==> src/rtl/clock_div_bank_pkg.sv <==
// Shared defaults and helpers for the clock divider bank.
package clock_div_bank_pkg;

  // Width of one half-period count.
  localparam int CNT_W_DEFAULT = 8;

  // Half-period loaded at reset; 2 gives the legacy divide-by-4 clock.
  localparam int RESET_DIV_DEFAULT = 2;

  // Channel-select width, never narrower than one bit.
  function automatic int ch_idx_w(input int num_ch);
    return (num_ch > 1) ? $clog2(num_ch) : 1;
  endfunction

endpackage

==> src/rtl/clock_div_channel.sv <==
// One divider channel: half-period counter, output toggle, staged ratio update.
module clock_div_channel
  import clock_div_bank_pkg::*;
#(
  parameter int CNT_W     = CNT_W_DEFAULT,
  parameter int RESET_DIV = RESET_DIV_DEFAULT
) (
  input  logic             clock,
  input  logic             reset,
  input  logic             cfg_we,
  input  logic [CNT_W-1:0] cfg_div,
  input  logic             sync,
  output logic             div_clk,
  output logic             rise_en,
  output logic             pending
);

  logic [CNT_W-1:0] cnt_q, cnt_d;
  logic [CNT_W-1:0] div_q, div_d;
  logic [CNT_W-1:0] pend_val_q, pend_val_d;
  logic             pend_q, pend_d;
  logic             out_q, out_d;
  logic             rise_q, rise_d;
  logic             at_end;

  assign at_end = (cnt_q == (div_q - CNT_W'(1)));

  // Next-state: a new ratio only lands at a high-to-low toggle, on sync, or straight away when stopped.
  always_comb begin
    cnt_d      = cnt_q;
    div_d      = div_q;
    pend_val_d = pend_val_q;
    pend_d     = pend_q;
    out_d      = out_q;
    rise_d     = 1'b0;

    if (cfg_we) begin
      pend_val_d = cfg_div;
      pend_d     = 1'b1;
    end

    if (sync) begin
      cnt_d  = '0;
      out_d  = 1'b0;
      pend_d = 1'b0;
      if (cfg_we) begin
        div_d = cfg_div;
      end else if (pend_q) begin
        div_d = pend_val_q;
      end
    end else if (div_q == '0) begin
      cnt_d = '0;
      out_d = 1'b0;
      if (pend_q) begin
        div_d  = pend_val_q;
        pend_d = cfg_we;
      end
    end else if (at_end) begin
      cnt_d = '0;
      out_d = ~out_q;
      if (!out_q) begin
        rise_d = 1'b1;
      end else begin
        pend_d = 1'b0;
        if (cfg_we) begin
          div_d = cfg_div;
        end else if (pend_q) begin
          div_d = pend_val_q;
        end
      end
    end else begin
      cnt_d = cnt_q + CNT_W'(1);
    end
  end

  // Channel state register; reset drops the output immediately.
  always_ff @(posedge clock or posedge reset) begin
    if (reset) begin
      cnt_q      <= '0;
      div_q      <= CNT_W'(RESET_DIV);
      pend_val_q <= '0;
      pend_q     <= 1'b0;
      out_q      <= 1'b0;
      rise_q     <= 1'b0;
    end else begin
      cnt_q      <= cnt_d;
      div_q      <= div_d;
      pend_val_q <= pend_val_d;
      pend_q     <= pend_d;
      out_q      <= out_d;
      rise_q     <= rise_d;
    end
  end

  assign div_clk = out_q;
  assign rise_en = rise_q;
  assign pending = pend_q;

endmodule

==> src/rtl/clock_div_bank.sv <==
// Bank of independent clock dividers with run-time ratio writes and a common sync.
module clock_div_bank
  import clock_div_bank_pkg::*;
#(
  parameter int NUM_CH    = 4,
  parameter int CNT_W     = CNT_W_DEFAULT,
  parameter int RESET_DIV = RESET_DIV_DEFAULT
) (
  input  logic                          clock,
  input  logic                          reset,
  input  logic                          cfg_we,
  input  logic [ch_idx_w(NUM_CH)-1:0]   cfg_ch,
  input  logic [CNT_W-1:0]              cfg_div,
  input  logic                          sync,
  output logic [NUM_CH-1:0]             div_clk,
  output logic [NUM_CH-1:0]             rise_en,
  output logic [NUM_CH-1:0]             pending
);

  logic [NUM_CH-1:0] ch_we;

  // Channel select decode; an index beyond the last channel selects nothing.
  always_comb begin
    ch_we = '0;
    for (int i = 0; i < NUM_CH; i++) begin
      if (cfg_we && (int'(cfg_ch) == i)) begin
        ch_we[i] = 1'b1;
      end
    end
  end

  for (genvar g = 0; g < NUM_CH; g++) begin : g_ch
    clock_div_channel #(
      .CNT_W     (CNT_W),
      .RESET_DIV (RESET_DIV)
    ) u_ch (
      .clock   (clock),
      .reset   (reset),
      .cfg_we  (ch_we[g]),
      .cfg_div (cfg_div),
      .sync    (sync),
      .div_clk (div_clk[g]),
      .rise_en (rise_en[g]),
      .pending (pending[g])
    );
  end

endmodule

==> config.mk <==
export PLATFORM = sky130hd
export DESIGN_NAME = clock_div_bank
export DESIGN_NICKNAME = d
export VERILOG_FILES = /design/src/rtl/clock_div_bank_pkg.sv /design/src/rtl/clock_div_channel.sv /design/src/rtl/clock_div_bank.sv
export SDC_FILE = /design/constraint.sdc
export NUM_CORES = 1
export LEC_CHECK = 0
export CORE_ASPECT_RATIO = 1.75
export CORE_MARGIN = 5
export CORE_UTILIZATION = 43
export CTS_CLUSTER_SIZE = 10
export DETAILED_ROUTE_END_ITERATION = 10
export HOLD_SLACK_MARGIN = 0.12
export MAX_ROUTING_LAYER = met4
export SLEW_MARGIN = 5
export SYNTH_ARGS = -nofsm -noshare
export SYNTH_HDL_FRONTEND = slang
export SYNTH_SLANG_ARGS = --single-unit
==> constraint.sdc <==
create_clock -name clock -period 8.67 [get_ports clock]
set_input_delay 2.1675 -clock clock [delete_from_list [all_inputs] [get_ports clock]]
set_output_delay 2.1675 -clock clock [all_outputs]
set_load 0.005 [all_outputs]
==> flow_summary_export.csv, run 1 <==
group,metric,value,unit
status,status,"complete, no violations",
min_path,hp-class,"flip-flop to flip-flop",
finish,fillers,1295,
floorplan,die_w,99.4,um
clock_network,cts_tree,"built",
detailed_routing,drtPass1Iterations,4,
grt,grt_pass1_vias,4577,
sta,slew-limit-headroom,36.3,%
critical_path,slowest_stage,"clkdlybuf4s50_1",
clock_network,ctsHoldBuffers,0,
floorplan,die-area,16500,um2
grt,grt.overflow.total,0,
critical_path,path_class,"primary input to flip-flop",
critical_path,critical_path_required,8880,ps
clock_network,h-tree-depth,3,
pwr,p_leak,2.74,nW
detailed_routing,viasPerCell,5.82,
logic_synthesis,async_flop_share,100,%
clock_network,insertion_delay,350,ps
detailed_routing,drc,0,
clock_network,postCtsSetupBuffers,0,
sta,finalCritPeriodShare,55.8,%
floorplan,start_util,43.4,%
clock_network,cts_sinks,108,
pwr,power_density,229,nW/um2
logic_synthesis,ys.flop_type,"dfrtp_1",
sta,fin_crit,4840,ps
pwr,fin_total_pwr,1.51,mW
sta,setup_tns,0,ps
logic_synthesis,synth_area,6010,um2
sta,holdWs,511,ps
logic_synthesis,synth_top_area_share,43.3,%
flow_run,cap_violations,0,
finish,n_antenna_cell,0,
clock_network,cts_buffers,9,
clock_network,clk_pin_slew,80,ps
grt,grt_usage,17.3,%
detailed_routing,drt-initial-drc-count,147,
min_path,hold_depth,1,
floorplan,die_y,166,um
sta,rsz0062_at_grt,"no",
grt,grt_pass1_wl,22.7,mm
place,io_buffers,25,
critical_path,path_cells,"clkdlybuf4s50_1 -> or4b_1 -> o21ai_1 -> nand2_1 -> o22a_1 -> nor4_1 -> a211oi_1",
logic_synthesis,synth-seq-cells,108,
finish,layout-drive-gt1-share,10.2,%
logic_synthesis,yosysWarnings,0,
finish,nets,612,
sta,hold_violations,0,
logic_synthesis,synth.top_cells.by_area,"dfrtp_1 (43%), mux2_2 (6.2%), xnor2_1 (5.4%), xor2_1 (4.1%), nor2_1 (3.1%)",
pwr,peakVddDrop,106,uV
sta,fmax,0.207,GHz
logic_synthesis,seq_area_frac_synth,45.1,%
detailed_routing,drt_wl_total,13.7,mm
clock_network,cts_resized,0,
sta,worst_slew_pin_slew,955,ps
clock_network,clock-root-buffer,"clkbuf_16",
logic_synthesis,synth_cell_types,65,
detailed_routing,routedWlPerCell,17.9,um
logic_synthesis,synth-edff-count,0,
critical_path,max_stage_delay,720,ps
place,place_hpwl,9.95,mm
grt,top_usage_layer,"met2",
detailed_routing,num_vias,4471,
floorplan,rows,57,
floorplan,io_pins,26,
critical_path,cp-end-kind,"flip-flop",
finish,finish.utilization,47.7,%
logic_synthesis,synthCells,585,
logic_synthesis,yosys.area.top_type,"dfrtp_1",
finish,area_delta_synth_final,9.87,%
place,place_congestion,0.851,
critical_path,critPathArrivalTime,5050,ps
logic_synthesis,synth_nets,611,
floorplan,core_region_area,13800,um2
grt,use_met1,18.5,%
sta,maxSlewViolCount,0,
sta,setup_viol_count_final,0,
critical_path,crit_path_start_kind,"primary input",
critical_path,worst_r2r_path_depth,6,
grt,met2_usage,31.7,%
sta,clock_skew,11.9,ps
critical_path,path_max_fanout,13,
grt,antenna_found_initial,0,
detailed_routing,drtAntennaViolNets,0,
grt,grt_util_met3,2.44,%
logic_synthesis,syn_avg_cell_area,10.3,um2
clock_network,clk_path_buf_depth,2,
grt,grt_max_degree,74,
per-stage QoR:
step / setup WS, ps / cell area (um2) / cells
after detailed placement: 3490 / 6300 / 752
after floorplan: 3660 / 6010 / 585
final: 3830 / 6600 / 768
after CTS: 3850 / 6600 / 768
after global routing: 3600 / 6600 / 768
after global placement: 3580 / 6300 / 752
final timing paths:
path	to	from	slack, ps
max in group asynchronous	g_ch[0].u_ch.cnt_q[2]	reset	5150
hold / removal	g_ch[3].u_ch.pend_val_q[7]	g_ch[3].u_ch.pend_val_q[7]	510
setup reg to reg	g_ch[0].u_ch.div_q[3]	g_ch[0].u_ch.div_q[3]	5710
setup / recovery	g_ch[0].u_ch.div_q[3]	sync	3830
hold reg to reg	g_ch[3].u_ch.pend_val_q[7]	g_ch[3].u_ch.pend_val_q[7]	510
min in group asynchronous	g_ch[3].u_ch.pend_val_q[1]	reset	2190
sequential cells by signal, summed over array words and instances, names as in the netlist:
signal,cells
g_ch.u_ch.div_q,32
g_ch.u_ch.cnt_q,32
g_ch.u_ch.pending,4
g_ch.u_ch.div_clk,4
g_ch.u_ch.rise_en,4
g_ch.u_ch.pend_val_q,32
layer usage:
layer / routed length, um / part of all wire [%]
met5: 0 / 0
met4: 315 / 2.3
met3: 310 / 2.3
met2: 7670 / 56
met1: 5420 / 40
cell usage in the layout, fill, tap and decap left out, drive strengths merged, types with 3 or more instances in the layout:
| cell | n |
|---|---|
| a31oi | 11 |
| nor2 | 49 |
| xor2 | 28 |
| o32a | 8 |
| nand2b | 10 |
| dfstp | 4 |
| nor4 | 14 |
| mux2 | 33 |
| or3 | 8 |
| nor2b | 5 |
| inv | 25 |
| a2bb2oi | 14 |
| a211oi | 8 |
| and3 | 16 |
| o21ai | 8 |
| o21bai | 3 |
| clkbuf | 10 |
| nand2 | 17 |
| dfrtp | 104 |
| nand3 | 22 |
| xnor2 | 37 |
| ha | 12 |
| clkdlybuf4s50 | 25 |
| o22a | 8 |
| o22ai | 16 |
| o221ai | 8 |
| nor3 | 18 |
| nor3b | 7 |
| nand4 | 4 |
| a21oi | 10 |
| or4b | 3 |
| and2 | 3 |
| a311oi | 4 |
| nand3b | 4 |
| or2 | 3 |
synthesized netlist by cell type, types with 5 or more instances:
cell and n:
a211oi_1 8, a21oi_1 10, a2bb2oi_1 14, a31oi_1 11, and3_1 16, buf_4 13
clkbuf_1 16, dfrtp_1 104, ha_1 12, inv_1 23, mux2_2 33, nand2_1 17
nand2b_1 10, nand3_1 22, nor2_1 49, nor2b_1 5, nor3_1 18, nor3b_1 7
nor4_1 14, o221ai_1 8, o22a_1 8, o22ai_1 16, o32a_1 8, or3_1 8
xnor2_1 37, xor2_1 28
worst max-delay path, delay by kind of cell:
| kind | cells | cell delay, ps |
|---|---|---|
| simple gates | 3 | 1210 |
| buf+inv | 1 | 720 |
| compound gates | 3 | 940 |
final cells by class:
| class | instances | area, um2 | share of cell area (%) |
|---|---|---|---|
| inverters | 23 | 88.8 | 1.35 |
| well taps | 177 | 221 | 3.35 |
| flip-flops and latches | 108 | 2710 | 41.0 |
| multi-input cells | 417 | 3020 | 45.7 |
| repair buffers | 27 | 265 | 4.02 |
| clock buffers | 10 | 229 | 3.47 |
| clock inverters | 6 | 73.8 | 1.12 |
logic make-up after synthesis:
logic type / synth area share, %
compound gates: 15.2
fa+ha+maj: 2.50
flops: 45.1
mux: 6.18
simple gates: 16.8
buf+inv: 4.75
xor+xnor: 9.47
report_power, final:
part / switching, mW / internal [mW]
clock network: 0.201 / 0.228
registers: 0.0994 / 0.587
logic: 0.208 / 0.189
total: 0.508 / 1.00
(Power assumes the default switching activity.)
==> run 2: changes to the inputs <==
==> constraint.sdc (replaced) <==
create_clock -name clock -period 4.5 [get_ports clock]
set_input_delay 1.125 -clock clock [delete_from_list [all_inputs] [get_ports clock]]
set_output_delay 1.125 -clock clock [all_outputs]
set_load 0.005 [all_outputs]
==> run 2 against run 1 <==
Net effect: global-route usage decreased by 0.27 points; via count decreased by 1.5%; combinational power increased by 91%; die area unchanged; flip-flop and latch count unchanged; critical path depth decreased by 1; critical endpoint is now g_ch[1].u_ch.div_q[0].
==> flow_summary_export.csv, run 2 (same netlist as run 1, synthesis figures left out) <==
group,metric,value,unit
status,status,"complete, no violations",
sta,fin_crit,3190,ps
place,dp_slack,980,ps
critical_path,critPathArrivalTime,3470,ps
grt,grt_pass1_vias,4523,
clock_network,clk_pin_slew,70,ps
floorplan,rows,57,
sta,setup_tns,0,ps
sta,rsz0062_at_grt,"no",
detailed_routing,drtAntennaViolNets,0,
clock_network,cts_tree,"built",
floorplan,start_util,43.4,%
finish,nets,614,
place,place_hpwl,9.55,mm
critical_path,cp-end-kind,"flip-flop",
place,place_congestion,0.844,
critical_path,crit_family,"compound AO/OA/AOI/OAI gates",
grt,grt_pass1_wl,22.3,mm
clock_network,clock-root-buffer,"clkbuf_16",
critical_path,path_cells,"clkdlybuf4s50_1 -> nand3b_1 -> o21bai_2 -> nor2b_1 -> a21oi_1 -> o2bb2a_1",
finish,top_regs,"g_ch.u_ch.cnt_q: 32 flops, g_ch.u_ch.div_q: 32 flops, g_ch.u_ch.pend_val_q: 32 flops",
finish,layout_common_cells,"dfrtp_1 (104), nor2_1 (49), xnor2_1 (37)",
sta,slew-limit-headroom,39.7,%
floorplan,core_region_area,13800,um2
clock_network,cts_resized,0,
critical_path,crit_path_start_kind,"primary input",
pwr,p_leak,2.75,nW
sta,clock_skew,7.70,ps
sta,setup_viol_count_final,0,
place,io_buffers,25,
detailed_routing,m1WireLength,5.47,mm
critical_path,critical_path_required,4780,ps
detailed_routing,drt_wl_total,13.3,mm
sta,fmax,0.314,GHz
detailed_routing,drc,0,
critical_path,slowest_stage,"a21oi_1",
finish,regArea,2710,um2
clock_network,insertion_delay,340,ps
detailed_routing,viasPerCell,5.72,
finish,layout-drive-gt1-share,10.6,%
floorplan,die-area,16500,um2
detailed_routing,dr_wl_met3,270,um
detailed_routing,top_layer_used,"met4",
clock_network,clk_path_buf_depth,2,
floorplan,die_w,99.4,um
grt,grt.overflow.total,0,
clock_network,postCtsSetupBuffers,0,
sta,hold_violations,0,
clock_network,cts_sinks,108,
min_path,hp-class,"flip-flop to flip-flop",
flow_run,cap_violations,0,
finish,n_antenna_cell,0,
floorplan,die_y,166,um
clock_network,ctsHoldBuffers,0,
detailed_routing,drt-initial-drc-count,179,
clock_network,h-tree-depth,3,
detailed_routing,dr_wl_met2,7.18,mm
sta,worst_slew_pin_slew,903,ps
sta,maxSlewViolCount,0,
floorplan,io_pins,26,
clock_network,cts_buffers,9,
detailed_routing,num_vias,4405,
grt,antenna_found_initial,0,
detailed_routing,routedWlPerCell,17.3,um
pwr,peakVddDrop,239,uV
critical_path,critPathBufInv,1,
sta,fin_ws,1310,ps
grt,grt_max_degree,109,
detailed_routing,drtPass1Iterations,4,
critical_path,max_stage_delay,520,ps
pwr,power_density,435,nW/um2
sta,finalCritPeriodShare,70.8,%
finish,multi_input_area,3020,um2
finish,fillers,1299,
critical_path,path_max_fanout,10,
critical_path,path_class,"primary input to flip-flop",
grt,grt_usage,17.0,%
finish,layout_commonest_cell,"dfrtp_1",
finish,area_delta_synth_final,10.3,%
[run 2: cell types whose count changed in the layout (fill, tap and decap cells not counted), sizes merged]
| cell | previous run | this run |
|---|---|---|
| clkinv | 1 | 2 |
| buf | 2 | 4 |
| clkbuf | 10 | 9 |
[run 2: area by class of cell]
type,count,share of cell area [%]
Clock inverter,7,1.13
Sequential cell,108,40.9
Clock buffer,9,3.40
Inverter,23,1.34
Multi-Input combinational cell,417,45.5
Timing Repair Buffer,29,4.42
Tap cell,177,3.34
[run 2: per-stage QoR]
stage	hold slack (ps)	instance area (um2)	util (%)	total power [mW]	cells
floorplan	479	6010	-	1.90	585
global placement	487	6330	45.7	2.06	754
detailed placement	494	6330	45.7	2.09	754
CTS	510	6630	47.9	2.91	770
global route	530	6630	47.9	3.07	770
finish	507	6630	47.9	2.88	770
[run 2: power by group]
part | switching (mW) | internal [mW] | total (mW)
Clock | 0.369 | 0.436 | 0.805
Sequential | 0.191 | 1.13 | 1.32
Combinational | 0.390 | 0.366 | 0.756
[run 2: final timing paths]
kind,slack (ps),to,depth (start not counted),startpoint
hold reg to reg,510,g_ch[3].u_ch.pend_val_q[0],1,g_ch[3].u_ch.pend_val_q[0]
setup / recovery,1310,g_ch[1].u_ch.div_q[0],6,cfg_ch[1]
max in group asynchronous,2770,g_ch[0].u_ch.cnt_q[6],3,reset
setup reg to reg,1490,g_ch[0].u_ch.div_q[6],6,g_ch[0].u_ch.div_q[2]
hold / removal,510,g_ch[3].u_ch.pend_val_q[0],1,g_ch[3].u_ch.pend_val_q[0]
min in group asynchronous,1260,g_ch[3].u_ch.cnt_q[0],3,reset
[run 2: worst reg2reg max path, cell delays in order (launching register included)]
cell and delay, ps:
dfrtp_1 500, or4_1 630, or4b_1 570, nand2b_1 610, or3_1 210, o221ai_1 110, a211oi_1 280
[run 2: routing by layer]
metal	vias to the layer above	GRT usage [%]
li1	2138	-
met1	2195	19.3
met2	49	29.9
met3	23	1.89
met4	0	7.07
met5	-	-
==> run 3: changes to the inputs <==
==> constraint.sdc (replaced) <==
create_clock -name clock -period 3.1 [get_ports clock]
set_input_delay 0.775 -clock clock [delete_from_list [all_inputs] [get_ports clock]]
set_output_delay 0.775 -clock clock [all_outputs]
set_load 0.005 [all_outputs]
==> run 3 against run 2 <==
Net effect: largest cell class unchanged; largest power group unchanged; global-route usage up 0.41 points; worst setup slack got worse by 1000 ps; design area rose by 1.5%; hold slack improved by 2.6 ps; sequential share of layout area fell by 0.61 points; non-clock buffer count is 11 higher; sequential power increased by 45%.
==> flow_summary_export.csv, run 3 (same netlist as run 1, synthesis figures left out) <==
group,metric,value,unit
pwr,power_density,636,nW/um2
finish,layout_common_cells,"dfrtp_1 (104), nor2_1 (49), xnor2_1 (37)",
grt,grt_pass1_wl,22.9,mm
finish,top_regs,"g_ch.u_ch.cnt_q: 32 flops, g_ch.u_ch.div_q: 32 flops, g_ch.u_ch.pend_val_q: 32 flops",
clock_network,cts_resized,0,
floorplan,io_pins,26,
place,io_buffers,25,
clock_network,clk_pin_slew,70,ps
detailed_routing,drt_wl_total,13.6,mm
flow_run,cap_violations,0,
sta,fmax,0.358,GHz
detailed_routing,num_vias,4574,
clock_network,postCtsSetupBuffers,0,
clock_network,cts_buffers,9,
detailed_routing,drtPass1Iterations,4,
critical_path,startpoint,"g_ch[0].u_ch.div_q[3]",
critical_path,cp-end-kind,"flip-flop",
min_path,hp-class,"flip-flop to flip-flop",
floorplan,die-area,16500,um2
place,dp.cells,765,
clock_network,cts_tree,"built",
finish,layout_commonest_cell,"dfrtp_1",
floorplan,die_w,99.4,um
floorplan,start_util,43.4,%
place,place_hpwl,10.1,mm
critical_path,r2r_start,"g_ch[0].u_ch.div_q[3]",
finish,instances_no_fill,781,
grt,grt_usage,17.4,%
sta,rsz0062_at_grt,"no",
critical_path,critical_path_required,3340,ps
sta,fin_crit,2790,ps
detailed_routing,routedWlPerCell,17.5,um
detailed_routing,drt-initial-drc-count,153,
grt,grt.overflow.total,0,
pwr,peakVddDrop,251,uV
sta,clock_skew,10.3,ps
critical_path,path_class,"flip-flop to flip-flop",
status,status,"complete, no violations",
clock_network,insertion_delay,350,ps
clock_network,h-tree-depth,3,
finish,n_antenna_cell,0,
floorplan,core_region_area,13800,um2
critical_path,crit_path_start_kind,"flip-flop",
sta,slew-limit-headroom,42.7,%
finish,fillers,1290,
sta,hold_violations,0,
clock_network,ctsHoldBuffers,0,
finish,layout-drive-gt1-share,12.1,%
detailed_routing,viasPerCell,5.86,
clock_network,clk_path_buf_depth,2,
sta,maxSlewViolCount,0,
detailed_routing,drtAntennaViolNets,0,
pwr,p_leak,2.81,nW
place,place_congestion,0.831,
min_path,min-delay-start,"g_ch[2].u_ch.pend_val_q[4]",
sta,setup_viol_count_final,0,
grt,grt_max_degree,72,
critical_path,path_max_fanout,14,
critical_path,critPathArrivalTime,3030,ps
clock_network,clock-root-buffer,"clkbuf_16",
sta,finalCritPeriodShare,90.0,%
detailed_routing,drc,0,
finish,area_delta_synth_final,12.0,%
floorplan,die_y,166,um
clock_network,cts_sinks,108,
grt,grt_pass1_vias,4651,
finish,nets,625,
sta,worst_slew_pin_slew,852,ps
floorplan,rows,57,
sta,setup_tns,0,ps
grt,antenna_found_initial,0,
==> run 3: layer usage <==
| layer | wire length, um | vias up | part of all wire [%] | global-route usage (%) |
|---|---|---|---|---|
| met5 | 0 | - | 0 | - |
| met1 | 5280 | 2287 | 39 | 18.5 |
| met2 | 7500 | 96 | 55 | 31.6 |
| li1 | - | 2163 | - | - |
| met3 | 373 | 28 | 2.7 | 2.19 |
| met4 | 482 | 0 | 3.5 | 7.91 |
==> run 3: final timing paths <==
path | endpoint | slack [ps] | cells past startpoint
worst min-delay path | g_ch[2].u_ch.pend_val_q[4] | 510 | 1
max in group asynchronous | g_ch[0].u_ch.div_q[1] | 1570 | 3
min in group asynchronous | g_ch[3].u_ch.pend_val_q[0] | 770 | 2
worst max-delay path | g_ch[0].u_ch.div_q[7] | 310 | 6
worst min register to register | g_ch[2].u_ch.pend_val_q[4] | 510 | 1
worst max register to register | g_ch[0].u_ch.div_q[7] | 310 | 6
==> run 3: cell type report <==
| class | count | area [um2] | share of cell area (%) |
|---|---|---|---|
| Inverter | 23 | 90.1 | 1.34 |
| Multi-Input combinational cell | 417 | 3020 | 44.8 |
| Sequential cell | 108 | 2710 | 40.2 |
| Clock inverter | 6 | 87.6 | 1.30 |
| Tap cell | 177 | 221 | 3.29 |
| Clock buffer | 10 | 229 | 3.40 |
| Timing Repair Buffer | 40 | 375 | 5.58 |
==> run 3: report_power, final <==
part | leakage, nW | switching [mW] | internal (mW) | total (mW)
logic | 1.30 | 0.568 | 0.543 | 1.11
registers | 1.35 | 0.279 | 1.64 | 1.92
clock network | 0.157 | 0.535 | 0.712 | 1.25
total | 2.81 | 1.38 | 2.90 | 4.28
==> run 3: through the flow <==
step	setup WS (ps)	power [mW]	utilization, %	hold WS [ps]	instance area, um2
after detailed placement	207	3.05	46.3	497	6410
after global placement	274	3.01	46.3	488	6410
after global routing	155	4.52	48.6	520	6730
after CTS	338	4.31	48.6	513	6730
final	309	4.28	48.6	510	6730
after floorplan	561	2.76	-	479	6010
==> run 3: worst max-delay path: stages, from the launching register on <==
cell and delay, ps:
dfrtp_1 490, or4_1 640, or4b_1 580, nand2b_1 380
or3_1 170, o221ai_1 110, a211oi_1 300
